`src/rtl/lc4_branch_resolve_if.sv`:
```
// Instruction-in / branch-result-out bus for the LC4 branch resolver.
interface lc4_branch_resolve_if;
    localparam int unsigned WORD_W = 16;
    localparam int unsigned IMM_W  = 9;
    localparam int unsigned COND_W = 3;

    logic                in_valid;
    logic                is_branch;
    logic [COND_W-1:0]   br_cond;
    logic [IMM_W-1:0]    imm9;
    logic [WORD_W-1:0]   pc;
    logic                nzp_we;
    logic [WORD_W-1:0]   wdata;

    logic                out_valid;
    logic                taken;
    logic [WORD_W-1:0]   next_pc;

    modport master (
        output in_valid, is_branch, br_cond, imm9, pc, nzp_we, wdata,
        input  out_valid, taken, next_pc
    );

    modport slave (
        input  in_valid, is_branch, br_cond, imm9, pc, nzp_we, wdata,
        output out_valid, taken, next_pc
    );
endinterface

```
`src/rtl/lc4_branch_resolve.sv`:
```
// LC4 branch resolution: NZP register, taken decision, next-PC and branch statistics.
// All state advances only on gwe-qualified rising edges; rst is async active-low.
module lc4_branch_resolve (
    input  logic                  clk,
    input  logic                  rst,
    input  logic                  gwe,
    lc4_branch_resolve_if.slave   bus,
    output logic [2:0]            nzp,
    output logic [15:0]           br_cnt,
    output logic [15:0]           taken_cnt
);
    localparam int unsigned WORD_W = 16;
    localparam int unsigned IMM_W  = 9;
    localparam int unsigned NZP_W  = 3;

    logic [NZP_W-1:0]  nzp_q;
    logic              out_valid_q;
    logic              taken_q;
    logic [WORD_W-1:0] next_pc_q;
    logic [WORD_W-1:0] br_cnt_q;
    logic [WORD_W-1:0] taken_cnt_q;

    logic              upd_c;
    logic              cond_c;
    logic [NZP_W-1:0]  nzp_new_c;
    logic [WORD_W-1:0] fall_c;
    logic [WORD_W-1:0] target_c;
    logic [WORD_W-1:0] imm_sext_c;

    // Decision logic: evaluated against the NZP value held before the edge.
    always_comb begin
        upd_c      = gwe & bus.in_valid;
        cond_c     = bus.is_branch & (|(bus.br_cond & nzp_q));
        imm_sext_c = {{(WORD_W-IMM_W){bus.imm9[IMM_W-1]}}, bus.imm9};
        fall_c     = bus.pc + WORD_W'(1);
        target_c   = fall_c + imm_sext_c;
        if (bus.wdata[WORD_W-1]) begin
            nzp_new_c = 3'b100;
        end else if (bus.wdata == '0) begin
            nzp_new_c = 3'b010;
        end else begin
            nzp_new_c = 3'b001;
        end
    end

    // Result pipeline and NZP register.
    always_ff @(posedge clk or negedge rst) begin
        if (!rst) begin
            nzp_q       <= 3'b010;
            out_valid_q <= 1'b0;
            taken_q     <= 1'b0;
            next_pc_q   <= '0;
        end else if (gwe) begin
            if (bus.in_valid) begin
                out_valid_q <= 1'b1;
                taken_q     <= cond_c;
                next_pc_q   <= cond_c ? target_c : fall_c;
                if (bus.nzp_we) begin
                    nzp_q <= nzp_new_c;
                end
            end else begin
                out_valid_q <= 1'b0;
                taken_q     <= 1'b0;
            end
        end
    end

    // Saturating branch statistics.
    always_ff @(posedge clk or negedge rst) begin
        if (!rst) begin
            br_cnt_q    <= '0;
            taken_cnt_q <= '0;
        end else if (upd_c && bus.is_branch) begin
            if (br_cnt_q != '1) begin
                br_cnt_q <= br_cnt_q + WORD_W'(1);
            end
            if (cond_c && (taken_cnt_q != '1)) begin
                taken_cnt_q <= taken_cnt_q + WORD_W'(1);
            end
        end
    end

    assign bus.out_valid = out_valid_q;
    assign bus.taken     = taken_q;
    assign bus.next_pc   = next_pc_q;
    assign nzp           = nzp_q;
    assign br_cnt        = br_cnt_q;
    assign taken_cnt     = taken_cnt_q;
endmodule

```
`src/flat_wrapper.sv`:
```
// flat-port wrapper written by rule: the top's interface ports become plain ports
module lc4_branch_resolve_flat 
  (clk, rst, gwe, nzp, br_cnt, taken_cnt, bus_in_valid, bus_is_branch, bus_br_cond, bus_imm9, bus_pc, bus_nzp_we, bus_wdata, bus_out_valid, bus_taken, bus_next_pc);
  lc4_branch_resolve_if bus_i ();
  input  logic clk;
  input  logic rst;
  input  logic gwe;
  output logic [2:0] nzp;
  output logic [15:0] br_cnt;
  output logic [15:0] taken_cnt;
  input wire logic [$bits(bus_i.in_valid)-1:0] bus_in_valid;
  input wire logic [$bits(bus_i.is_branch)-1:0] bus_is_branch;
  input wire logic [$bits(bus_i.br_cond)-1:0] bus_br_cond;
  input wire logic [$bits(bus_i.imm9)-1:0] bus_imm9;
  input wire logic [$bits(bus_i.pc)-1:0] bus_pc;
  input wire logic [$bits(bus_i.nzp_we)-1:0] bus_nzp_we;
  input wire logic [$bits(bus_i.wdata)-1:0] bus_wdata;
  output wire logic [$bits(bus_i.out_valid)-1:0] bus_out_valid;
  output wire logic [$bits(bus_i.taken)-1:0] bus_taken;
  output wire logic [$bits(bus_i.next_pc)-1:0] bus_next_pc;
  assign bus_i.in_valid = bus_in_valid;
  assign bus_i.is_branch = bus_is_branch;
  assign bus_i.br_cond = bus_br_cond;
  assign bus_i.imm9 = bus_imm9;
  assign bus_i.pc = bus_pc;
  assign bus_i.nzp_we = bus_nzp_we;
  assign bus_i.wdata = bus_wdata;
  assign bus_out_valid = bus_i.out_valid;
  assign bus_taken = bus_i.taken;
  assign bus_next_pc = bus_i.next_pc;
  lc4_branch_resolve u_core (.clk(clk), .rst(rst), .gwe(gwe), .bus(bus_i), .nzp(nzp), .br_cnt(br_cnt), .taken_cnt(taken_cnt));
endmodule
```
`config.mk`:
```
export PLATFORM = sky130hd
export DESIGN_NAME = lc4_branch_resolve_flat
export DESIGN_NICKNAME = d
export VERILOG_FILES = /design/src/rtl/lc4_branch_resolve_if.sv /design/src/rtl/lc4_branch_resolve.sv /design/src/flat_wrapper.sv
export SDC_FILE = /design/constraint.sdc
export NUM_CORES = 1
export LEC_CHECK = 0
export CAP_MARGIN = 20
export CORE_ASPECT_RATIO = 0.9
export CORE_UTILIZATION = 38
export CTS_CLUSTER_DIAMETER = 30
export DETAILED_ROUTE_END_ITERATION = 10
export HOLD_SLACK_MARGIN = 0.03
export PLACE_DENSITY_LB_ADDON = 0.1
export SYNTH_ARGS = -nofsm -noshare
export SYNTH_HDL_FRONTEND = slang
export SYNTH_SLANG_ARGS = --single-unit
export TNS_END_PERCENT = 5
```
`constraint.sdc`:
```
create_clock -name clk -period 2.4 [get_ports clk]
set_input_delay 0.48 -clock clk [delete_from_list [all_inputs] [get_ports clk]]
set_output_delay 0.48 -clock clk [all_outputs]
set_load 0.01 [all_outputs]
```
* Word level (Yosys, flattened, before mapping)
Index checks and enable logic that the tools add are counted.
** Operators by class
- Muxes and demuxes :: 5
- Eq/ne operators :: 2
- Bitwise logic cells :: 3
- Reduce and logical (&&, ||, !) cells :: 8
- Add/subtract/negate cells :: 4
** Operators by type and width (count)
- 16-bit by 1-bit adder with 16-bit output, second input constant :: 3
- 16-bit != test, second input constant :: 2
- 16-bit adder :: 1
- 16-bit zero test :: 1
- 16-bit 2-to-1 mux :: 1
- 2-bit AND reduction :: 3
- 3-bit AND :: 1
- 3-bit 2-to-1 mux :: 1
- 3-bit AND reduction :: 1
- 3-bit OR reduction :: 1
- 1-bit AND :: 2
- 1-bit logical AND :: 2
- 1-bit 2-to-1 mux :: 2
- 2-bit 2-to-1 mux :: 1
** Word-level totals
- Logic and storage cells :: 28
- Output and inout bits :: 53
- Bits in registers :: 53
- Input port bits :: 50

* Depth between registers and ports, before layout
Gate-level depths: netlist (run 1).
- Depth in word-level cells :: 5
- Mapped depth :: 11
- Gate-level depth less buffers :: 11

* Least setup slack after synthesis (run 1)
OpenSTA, ideal clock, no wires.
- Path type :: input-to-reg
- Start :: input port bus_pc[0]
- End :: register u_core.next_pc_q[15], in the netlist u_core.bus.next_pc[15]
- Required time :: 2308 ps
- Slack :: -396 ps
- Cell stages on the path :: 11
- Library setup time :: 92 ps
- Arrival time :: 2704 ps
- Cell sequence :: ha_1 > nand2_1 > nor3_1 > xor2_1 > ha_1 > a21oi_1 > o21ai_0 > a21o_1 > or3_1 > and4_4 > o31ai_2
** On the way
- Longest elaborated chain between the ends :: 3
** Ends and longest elaborated chain
- start: declaration :: RTL line flat_wrapper.sv:15 : input wire logic [$bits(bus_i.pc)-1:0] bus_pc;
- 16-bit by 1-bit adder with 16-bit output * :: RTL line lc4_branch_resolve.sv:35 : fall_c = bus.pc + WORD_W'(1);
- 16-bit adder :: RTL line lc4_branch_resolve.sv:36 : target_c = fall_c + imm_sext_c;
- 16-bit 2-to-1 mux * :: RTL line lc4_branch_resolve.sv:57 : next_pc_q <= cond_c ? target_c : fall_c;
- end signal: assignment :: RTL line lc4_branch_resolve.sv:57
- end: declaration :: RTL line lc4_branch_resolve.sv:19 : logic [WORD_W-1:0] next_pc_q;
Mark *: on every way between the ends. The rest lies on a longest branch, timed or not.
A chain may end at the register's enable or synchronous reset.

* Worst setup path in the final report (run 1)
- Start :: input port bus_pc[2]
- End :: register u_core.next_pc_q[15], in the netlist u_core.bus.next_pc[15]
Same word-level chain as after synthesis.

==> results.py, run 1 <==
metrics = {
    "yosys": {
        "synthTopCellsByCount": "dfrtp_1, nand2_1, nor2_1, xnor2_1, nand3_1",
        "synth-edff-count": 0,
        "async_reset_ff_share_pct": 100,
        "ys_seq_elements": 53,
        "synth_nets": 446,
        "seq_area_frac_synth_pct": 38.9,
        "netlist_area_um2": 3410,
        "netlist_instances": 373,
        "ys.flop_type": "dfrtp_1",
        "yosysWarnings": 0,
        "synth_top_area_share_pct": 38.2,
        "ys_top_cells_by_area": "dfrtp_1, ha_1, xnor2_1",
        "yosysMostFrequentCell": "dfrtp_1",
        "yosys.area.top_type": "dfrtp_1",
        "synth_cell_type_count": 50,
        "synth.avg_cell_area_um2": 9.14,
    },
    "clock_tree": {
        "path_clk_slew_ns": 0.10,
        "clock_latency_ns": 0.30,
        "cts_buffers": 5,
        "postCtsHoldBufs": 0,
        "ctsRootBufferMaster": "clkbuf_8",
        "cts_sinks": 53,
        "clockBufferDepth": 2,
        "cts_tree": "done",
        "htree_num_levels": 2,
    },
    "power": {
        "irDropWorstVdd_mv": 0.317,
        "power_density_nw_per_um2": 511,
        "leakage_uw": 0.00263,
    },
    "die": {
        "die_h_um": 91.9,
        "io_pins": 103,
        "core-area_um2": 8650,
        "rows": 32,
        "dieArea_um2": 9360,
        "die_w_um": 102,
        "start_util_pct": 39.4,
    },
    "finish": {
        "area_growth_pct": 73.8,
        "utilization_pct": 68.5,
        "fin_nets": 654,
        "seqCellArea_um2": 1330,
        "diodes": 0,
        "multi_input_area_um2": 2450,
        "drive_gt1_share_pct": 33.0,
        "nFillCells": 685,
        "final_cells": 701,
    },
    "timing": {
        "period_needed_ns": 2.63,
        "relSlewSlack_pct": 55.1,
        "hold_viol": 0,
        "max_freq_ghz": 0.380,
        "setup_ws_ns": -0.232,
        "rsz0062_at_grt": "true",
        "finalSetupViolCount": 6,
        "fin_skew_ns": 0.00580,
        "worstMarginPinSlew_ns": 0.674,
        "tns_ns": -0.945,
        "fin_crit_sh_pct": 110,
        "slew_viol_final": 0,
    },
    "route": {
        "ant_nets": 0,
        "drt_iter0_drc": 97,
        "drcViolationCount": 0,
        "wl_um": 10100,
        "routed_via_density": 5.14,
        "routedWlPerCell_um": 14.4,
        "dr.pass1.iters": 4,
        "vias": 3601,
    },
    "setup_path": {
        "arrival_ns": 2.85,
        "worstPathBufferInverterCount": 1,
        "cp_top_family": "simple AND/OR/NAND/NOR gates",
        "cp-end-kind": "flop",
        "worstSetupPathType": "input port to flop",
        "cp_slowest_cell": "or3_4",
        "max_stage_delay_ns": 0.37,
        "path_cells": "buf_6 > nand4_1 > nor3_4 > and3_4 > xor2_4 > ha_4 > nand2_4 > nor2_2 > a21o_1 > or3_4 > and4_4 > o31ai_2",
        "cp_max_fo": 3,
        "worstPathRequired_ns": 2.62,
        "start_kind": "input port",
    },
    "place": {
        "dp_hpwl_um": 7220,
        "dp.cells": 669,
        "io_buffers": 102,
        "dp_slack_ns": -0.964,
        "place_congestion": 0.931,
    },
    "global_routing": {
        "overflow": 0,
        "grt_pass1_vias": 3531,
        "grt_pass1_wl_um": 16200,
        "track_usage_pct": 21.9,
        "grt_max_degree": 54,
        "antenna_found_initial": 0,
    },
    "status": {
        "violations": "setup timing",
        "status": "finished with violations",
    },
    "worst_hold_path": {
        "hp-class": "input port to asynchronous set/reset pin",
    },
    "job": {
        "cap_viol_max_count": 0,
    },
}
metrics by stage:
stage	power (uW)	hold WS, ns	area [um^2]
2_1_floorplan	1560	0.184	3440
3_3_place_gp	2160	0.466	5200
3_5_place_dp	2190	0.475	5200
4_1_cts	3000	0.301	5730
5_1_grt	3200	0.347	5920
6_report	3030	0.288	5920
path summary, 6_finish.rpt:
kind                                     start                      to  slack [ns]  cells after the start
setup / recovery                     bus_pc[2]  u_core.bus.next_pc[15]       -0.23                     12
hold / removal                             rst       u_core.br_cnt[13]        0.29                      2
setup reg to reg              u_core.br_cnt[7]       u_core.br_cnt[13]        0.46                      6
hold reg to reg            u_core.taken_cnt[9]     u_core.taken_cnt[9]        0.49                      1
max in group asynchronous                  rst    u_core.taken_cnt[10]        1.67                      2
min in group clk           u_core.taken_cnt[9]     u_core.taken_cnt[9]        0.49                      1
cell families (layout without fill, tap and decap cells):
family,count (synthesis),after routing,share of synthesized area (%)
AOI/OAI and AO/OA,74,74,14.2
DFF,53,53,38.9
and+or+nand+nor,157,157,22.8
adders and majority gates,23,23,8.66
buffers and inverters,12,221,1.32
muxes,6,6,1.83
xor gates and xnor gates,48,48,12.3
report_power, final:
group          total (uW)  internal, uW  switching (uW)
Combinational        1170           669             496
Clock                 726           420             306
Sequential           1140          1010             128
sequential cells by signal, indices dropped and copies added, names as in the netlist:
| signal | cells |
|---|---|
| u_core.bus.next_pc | 16 |
| u_core.br_cnt | 16 |
| u_core.bus.out_valid | 1 |
| u_core.bus.taken | 1 |
| u_core.nzp | 3 |
| u_core.taken_cnt | 16 |
layout by cell type (no fill, tap or decap), types with 12 or more instances in the layout:
master           count
buf_4               98
clkdlybuf4s50_1     86
dfrtp_1             52
nand2_1             43
xnor2_1             28
nor2_1              25
nand3_1             23
o21ai_0             13
buf_6               12
per-layer routing:
layer	wire, um	global-route usage, %
met2	4940	38.1
met3	450	3.73
met5	0	0
met1	4570	28.1
met4	166	5.48
cell type report:
type,count,area share [%]
inverter,5,0.317
clock inverter,3,1.16
clock buffer,5,1.16
tap,119,2.51
sequential,53,22.4
timing repair buffer,208,31.2
multi-input combinational,308,41.3
what timing repair did:
action / CTS / global route
setup buffers: 22 / 4
resized for setup: 101 / 25
endpoints found under the hold margin: 0 / 0
setup endpoints to repair: 12 / 8
pin swaps: 50 / 22
No activity file was read; power rests on OpenSTA's default activity.
==> run 2: changes to the inputs <==
--- a/config.mk
+++ b/config.mk
@@ -10,6 +10,7 @@
 export CORE_UTILIZATION = 38
 export CTS_CLUSTER_DIAMETER = 30
 export DETAILED_ROUTE_END_ITERATION = 10
+export GPL_TIMING_DRIVEN = 0
 export HOLD_SLACK_MARGIN = 0.03
 export PLACE_DENSITY_LB_ADDON = 0.1
 export SYNTH_ARGS = -nofsm -noshare
==> run 2 against run 1 <==
The flow still finishes with violations (setup timing). Critical path depth unchanged. Combinational power down 13%. Sequential cell count unchanged. Final area down 9.3%. Clock power down 16%. Non-clock buffer count down 59. Via count down 5.8%. Critical endpoint unchanged. Highest routed layer unchanged.
==> results.py, run 2 (same netlist as run 1, synthesis figures left out) <==
metrics = {
    "finish": {
        "layout_common_cells": "clkdlybuf4s50_1, dfrtp_1, nand2_1, buf_4",
        "final_common_cell": "clkdlybuf4s50_1",
        "area_growth_pct": 57.7,
        "final_cells": 642,
        "drive_gt1_share_pct": 23.5,
        "multi_input_area_um2": 2410,
        "diodes": 0,
        "fin_area_um2": 5380,
        "nFillCells": 748,
        "fin_nets": 595,
        "seqCellArea_um2": 1330,
    },
    "die": {
        "rows": 32,
        "core-area_um2": 8650,
        "dieArea_um2": 9360,
        "die_w_um": 102,
        "io_pins": 103,
        "start_util_pct": 39.4,
        "die_h_um": 91.9,
    },
    "global_routing": {
        "grt_max_degree": 38,
        "track_usage_pct": 20.9,
        "antenna_found_initial": 0,
        "grt_pass1_wl_um": 15400,
        "overflow": 0,
        "grt_pass1_vias": 3274,
    },
    "power": {
        "internal_power_uw": 1880,
        "power_uw": 2760,
        "power_density_nw_per_um2": 514,
        "switchingPower_uw": 878,
        "seqPwrFrac_pct": 41.2,
        "leakage_uw": 0.00232,
        "pwr-share-comb_pct": 36.8,
        "netSwitchingFraction_pct": 31.8,
        "p_clk_share_pct": 22.0,
        "irDropWorstVdd_mv": 0.266,
    },
    "route": {
        "routedWlPerCell_um": 14.9,
        "vias": 3391,
        "wl_um": 9580,
        "drt_iter0_drc": 111,
        "dr.pass1.iters": 4,
        "drcViolationCount": 0,
        "ant_nets": 0,
        "routed_via_density": 5.28,
    },
    "setup_path": {
        "cp_top_family": "simple AND/OR/NAND/NOR gates",
        "path_cells": "buf_8 > and4_4 > nand2_8 > nor3_4 > xor2_2 > ha_4 > a21oi_4 > o21ai_2 > a21o_1 > or3_1 > and4_4 > o31ai_2",
        "worstSetupPathType": "input port to flop",
        "cp-end-kind": "flop",
        "arrival_ns": 2.76,
        "reg2reg_depth": 7,
        "start_kind": "input port",
        "cp_slowest_cell": "or3_1",
        "max_stage_delay_ns": 0.36,
        "cpMostUsedCell": "and4_4",
        "worstPathRequired_ns": 2.63,
        "worstPathBufferInverterCount": 1,
        "cp_max_fo": 4,
        "cp.depth": 12,
    },
    "timing": {
        "slew_viol_final": 0,
        "fin_skew_ns": 0.0139,
        "holdWs_ns": 0.0783,
        "setup_ws_ns": -0.125,
        "relSlewSlack_pct": 56.9,
        "period_needed_ns": 2.53,
        "fin_crit_sh_pct": 105,
        "worstMarginPinSlew_ns": 0.639,
        "rsz0062_at_grt": "true",
        "finalSetupViolCount": 3,
        "max_freq_ghz": 0.396,
        "hold_viol": 0,
    },
    "clock_tree": {
        "clockBufferDepth": 2,
        "ctsRootBufferMaster": "clkbuf_8",
        "htree_num_levels": 2,
        "path_clk_slew_ns": 0.10,
        "cts_sinks": 53,
        "cts_buffers": 5,
        "cts_tree": "done",
        "clock_latency_ns": 0.31,
    },
    "status": {
        "violations": "setup timing",
        "status": "finished with violations",
    },
    "worst_hold_path": {
        "hp-class": "input port to asynchronous set/reset pin",
    },
    "job": {
        "cap_viol_max_count": 0,
    },
    "place": {
        "dp_hpwl_um": 6990,
        "io_buffers": 102,
        "dp.cells": 595,
        "place_congestion": 0.851,
        "dpl-instance-area_um2": 4620,
    },
}
-- run 2: changes by cell type in the layout (fill, tap and decap cells not counted), moves of 3 or more --
cell,change
nand2_1,+3
buf_8,+3
buf_4,-58
xnor2_1,-3
buf_2,+3
buf_6,-10
xnor2_2,+3
clkbuf_1,+7
dlygate4sd2_1,-4
-- run 2: cell type report --
type                            instances  share of cell area, %
Multi-Input combinational cell        308                   44.8
Timing Repair Buffer                  142                   24.8
Sequential cell                        53                   24.7
Tap cell                              119                   2.77
Clock buffer                            6                   1.35
Clock inverter                          2                  0.722
Buffer                                  7                  0.489
Inverter                                5                  0.349
-- run 2: worst paths after layout --
kind | from | end | slack, ns
worst max register to register | u_core.nzp[1] | u_core.taken_cnt[8] | 0.27
worst min register to register | u_core.bus.next_pc[4] | u_core.bus.next_pc[4] | 0.49
worst min-delay path | rst | u_core.bus.next_pc[8] | 0.08
min in group clk | u_core.bus.next_pc[4] | u_core.bus.next_pc[4] | 0.49
worst max-delay path | bus_pc[5] | u_core.bus.next_pc[15] | -0.13
max in group asynchronous | rst | u_core.nzp[1] | 1.71
-- run 2: power groups by stage --
stage | Combinational (uW) | Clock, uW | Sequential [uW]
2_1_floorplan | 376 | 0 | 1190
3_3_place_gp | 864 | 0 | 1150
3_5_place_dp | 882 | 0 | 1160
4_1_cts | 997 | 624 | 1140
5_1_grt | 1100 | 657 | 1160
6_report | 1020 | 607 | 1140
-- run 2: per-stage QoR --
step	setup WS (ns)	TNS [ns]	utilization [%]
final	-0.125	-0.305	62.2
after global routing	-0.220	-1.02	62.2
after CTS	-0.0682	-0.109	61.2
after detailed placement	-1.13	-13.66	53.4
after global placement	-1.10	-55.03	53.3
after floorplan	-0.192	-0.318	-
-- run 2: worst register-to-register path, cell delays in order, from the launching register on --
cell,delay (ns)
dfstp_2,0.56
a222oi_1,0.12
nor2b_1,0.13
clkbuf_1,0.32
nand3_1,0.12
a31oi_1,0.41
nand3_1,0.18
xnor2_1,0.17
-- run 2: layer usage --
metal	wire length (um)	up-vias	track usage, %	part of all wire (%)
met3	521	20	4.50	5.4
met1	4400	1626	27.7	46
met4	167	0	5.83	1.7
met2	4500	99	34.2	47
met5	0	-	0	0
li1	-	1646	-	-
-- run 2: what timing repair did --
| action | in CTS | in global routing |
|---|---|---|
| gates resized for setup | 122 | 12 |
| pin swaps | 39 | 14 |
| hold buffers | 0 | 0 |
| setup buffers | 36 | 3 |
| endpoints found under the setup margin | 17 | 13 |
==> run 3: changes to the inputs <==
--- a/config.mk
+++ b/config.mk
@@ -6,7 +6,7 @@
 export NUM_CORES = 1
 export LEC_CHECK = 0
 export CAP_MARGIN = 20
-export CORE_ASPECT_RATIO = 0.9
+export CORE_ASPECT_RATIO = 0.8
 export CORE_UTILIZATION = 38
 export CTS_CLUSTER_DIAMETER = 30
 export DETAILED_ROUTE_END_ITERATION = 10
==> constraint.sdc (replaced) <==
create_clock -name clk -period 2.3 [get_ports clk]
set_input_delay 0.46 -clock clk [delete_from_list [all_inputs] [get_ports clk]]
set_output_delay 0.46 -clock clk [all_outputs]
set_load 0.01 [all_outputs]
==> run 3 against run 2 <==
Non-clock buffer count fell by 5. Global-route usage rose by 0.86 points. The run still ends with setup timing left. Highest routed layer unchanged. Sequential share of layout area rose by 0.50 points. Sequential cell count did not move. Clock-buffer cell count rose by 1. Utilization fell by 0.86 points. Worst hold slack improved by 0.068 ns. Via count fell by 0.83%. Combinational power rose by 4%. Die area barely moved. Setup slack got worse by 0.17 ns. Final area fell by 2.0%. Critical endpoint unchanged.
==> results.py, run 3 (same netlist as run 1, synthesis figures left out) <==
metrics = {
    "status": {
        "status": "finished with violations",
        "violations": "setup timing",
    },
    "route": {
        "vias": 3363,
        "route.top_layer_used": "met4",
        "drt-met1-wl_um": 4600,
        "ant_nets": 0,
        "wl_met2_um": 4700,
        "drt_iter0_drc": 253,
        "wl_um": 9930,
        "routedWlPerCell_um": 15.8,
        "dr_wl_met3_um": 501,
        "dr.pass1.iters": 5,
        "routed_via_density": 5.34,
        "drcViolationCount": 0,
    },
    "power": {
        "pwr-share-comb_pct": 36.3,
        "leakage_uw": 0.00228,
        "power_density_nw_per_um2": 552,
        "internal_power_uw": 1990,
        "p_clk_share_pct": 22.7,
        "netSwitchingFraction_pct": 31.6,
        "switchingPower_uw": 921,
        "irDropWorstVdd_mv": 0.359,
        "seqPwrFrac_pct": 41.0,
    },
    "worst_hold_path": {
        "hp-class": "input port to asynchronous set/reset pin",
    },
    "timing": {
        "worstMarginPinSlew_ns": 0.702,
        "rsz0062_at_grt": "true",
        "fin_skew_ns": 0.00641,
        "setup_ws_ns": -0.292,
        "relSlewSlack_pct": 53.2,
        "slew_viol_final": 0,
        "finalSetupViolCount": 6,
        "max_freq_ghz": 0.386,
        "fin_crit_sh_pct": 113,
        "holdWs_ns": 0.146,
        "period_needed_ns": 2.59,
        "hold_viol": 0,
    },
    "die": {
        "dieArea_um2": 9360,
        "die_w_um": 108,
        "io_pins": 103,
        "start_util_pct": 39.7,
        "core-area_um2": 8600,
        "rows": 30,
        "die_h_um": 86.7,
    },
    "finish": {
        "fin_area_um2": 5270,
        "utilization_pct": 61.3,
        "layout_common_cells": "clkdlybuf4s50_1, dfrtp_1, nand2_1, buf_4, nor2_1",
        "diodes": 0,
        "final_cells": 630,
        "area_growth_pct": 54.5,
        "fin_nets": 590,
        "nFillCells": 741,
        "drive_gt1_share_pct": 21.8,
        "final_common_cell": "clkdlybuf4s50_1",
    },
    "global_routing": {
        "antenna_found_initial": 0,
        "grt_max_degree": 29,
        "overflow": 0,
        "grt_pass1_vias": 3267,
        "grt_pass1_wl_um": 15900,
        "track_usage_pct": 21.7,
    },
    "setup_path": {
        "path_cells": "buf_8 > nand4_1 > nor3_4 > buf_6 > xor2_4 > ha_4 > nand2_2 > o21ai_0 > a21o_1 > or3_1 > and4_4 > o31ai_2",
        "worstPathRequired_ns": 2.52,
        "cp_max_fo": 4,
        "reg2reg_depth": 6,
        "arrival_ns": 2.81,
        "start_kind": "input port",
        "cp_slowest_cell": "or3_1",
        "cp-end-kind": "flop",
        "worstSetupPathType": "input port to flop",
        "max_stage_delay_ns": 0.33,
    },
    "clock_tree": {
        "clock_latency_ns": 0.31,
        "cts_tree": "done",
        "clockBufferDepth": 2,
        "path_clk_slew_ns": 0.10,
        "ctsRootBufferMaster": "clkbuf_8",
        "cts_sinks": 53,
        "cts_buffers": 5,
        "htree_num_levels": 2,
    },
    "place": {
        "dp_hpwl_um": 6940,
        "place_congestion": 0.862,
        "dp.cells": 588,
        "dpl-instance-area_um2": 4610,
        "dp_slack_ns": -1.17,
        "io_buffers": 102,
    },
    "job": {
        "cap_viol_max_count": 0,
    },
}
[run 3: final cells by class]
class	instances	area, um^2	area share (%)
Multi-Input combinational cell	308	2340	44.4
Buffer	7	28.8	0.546
Tap cell	112	140	2.66
Clock buffer	7	86.3	1.64
Inverter	5	18.8	0.356
Sequential cell	53	1330	25.2
Timing Repair Buffer	137	1300	24.6
Clock inverter	1	30.0	0.570
[run 3: power groups by stage]
stage / Combinational (uW) / Clock [uW] / Sequential (uW)
finish: 1060 / 661 / 1190
global placement: 903 / 0 / 1200
global route: 1150 / 722 / 1210
detailed placement: 913 / 0 / 1210
CTS: 1010 / 677 / 1190
floorplan: 393 / 0 / 1240
[run 3: worst paths after layout]
check	start	end	slack (ns)
worst max-delay path	bus_pc[5]	u_core.bus.next_pc[15]	-0.29
worst min-delay path	rst	u_core.br_cnt[13]	0.15
worst max register to register	u_core.nzp[1]	u_core.bus.next_pc[7]	0.27
worst min register to register	u_core.bus.next_pc[6]	u_core.bus.next_pc[6]	0.49
max in group asynchronous	rst	u_core.taken_cnt[10]	1.59
min in group clk	u_core.bus.next_pc[6]	u_core.bus.next_pc[6]	0.49
[run 3: repair_timing]
item,in CTS,in global routing
gates resized for setup,107,17
buffers inserted,32,2
setup endpoints to repair,18,24
cloned,0,0
pin swaps,40,12
hold buffers,0,0
[run 3: stage by stage]
step           setup TNS [ns]  power [uW]
2_1_floorplan          -0.717        1630
3_3_place_gp           -59.10        2110
3_5_place_dp           -16.81        2120
4_1_cts                -0.702        2880
5_1_grt                 -1.95        3090
6_report                -1.37        2910
[run 3: layer usage]
| metal | vias to the layer above | GRT usage (%) |
|---|---|---|
| met1 | 1611 | 29.6 |
| li1 | 1634 | - |
| met2 | 102 | 35.4 |
| met3 | 16 | 4.29 |
| met4 | 0 | 5.85 |
| met5 | - | 0 |
[run 3: critical path: cells and delay by family]
kind | cells | cell delay (ns)
AO/OA/AOI/OAI | 3 | 0.51
XOR/XNOR | 1 | 0.21
adder cells (fa/ha/maj) | 1 | 0.25
buffers and inverters | 2 | 0.22
AND/OR/NAND/NOR | 5 | 1.17
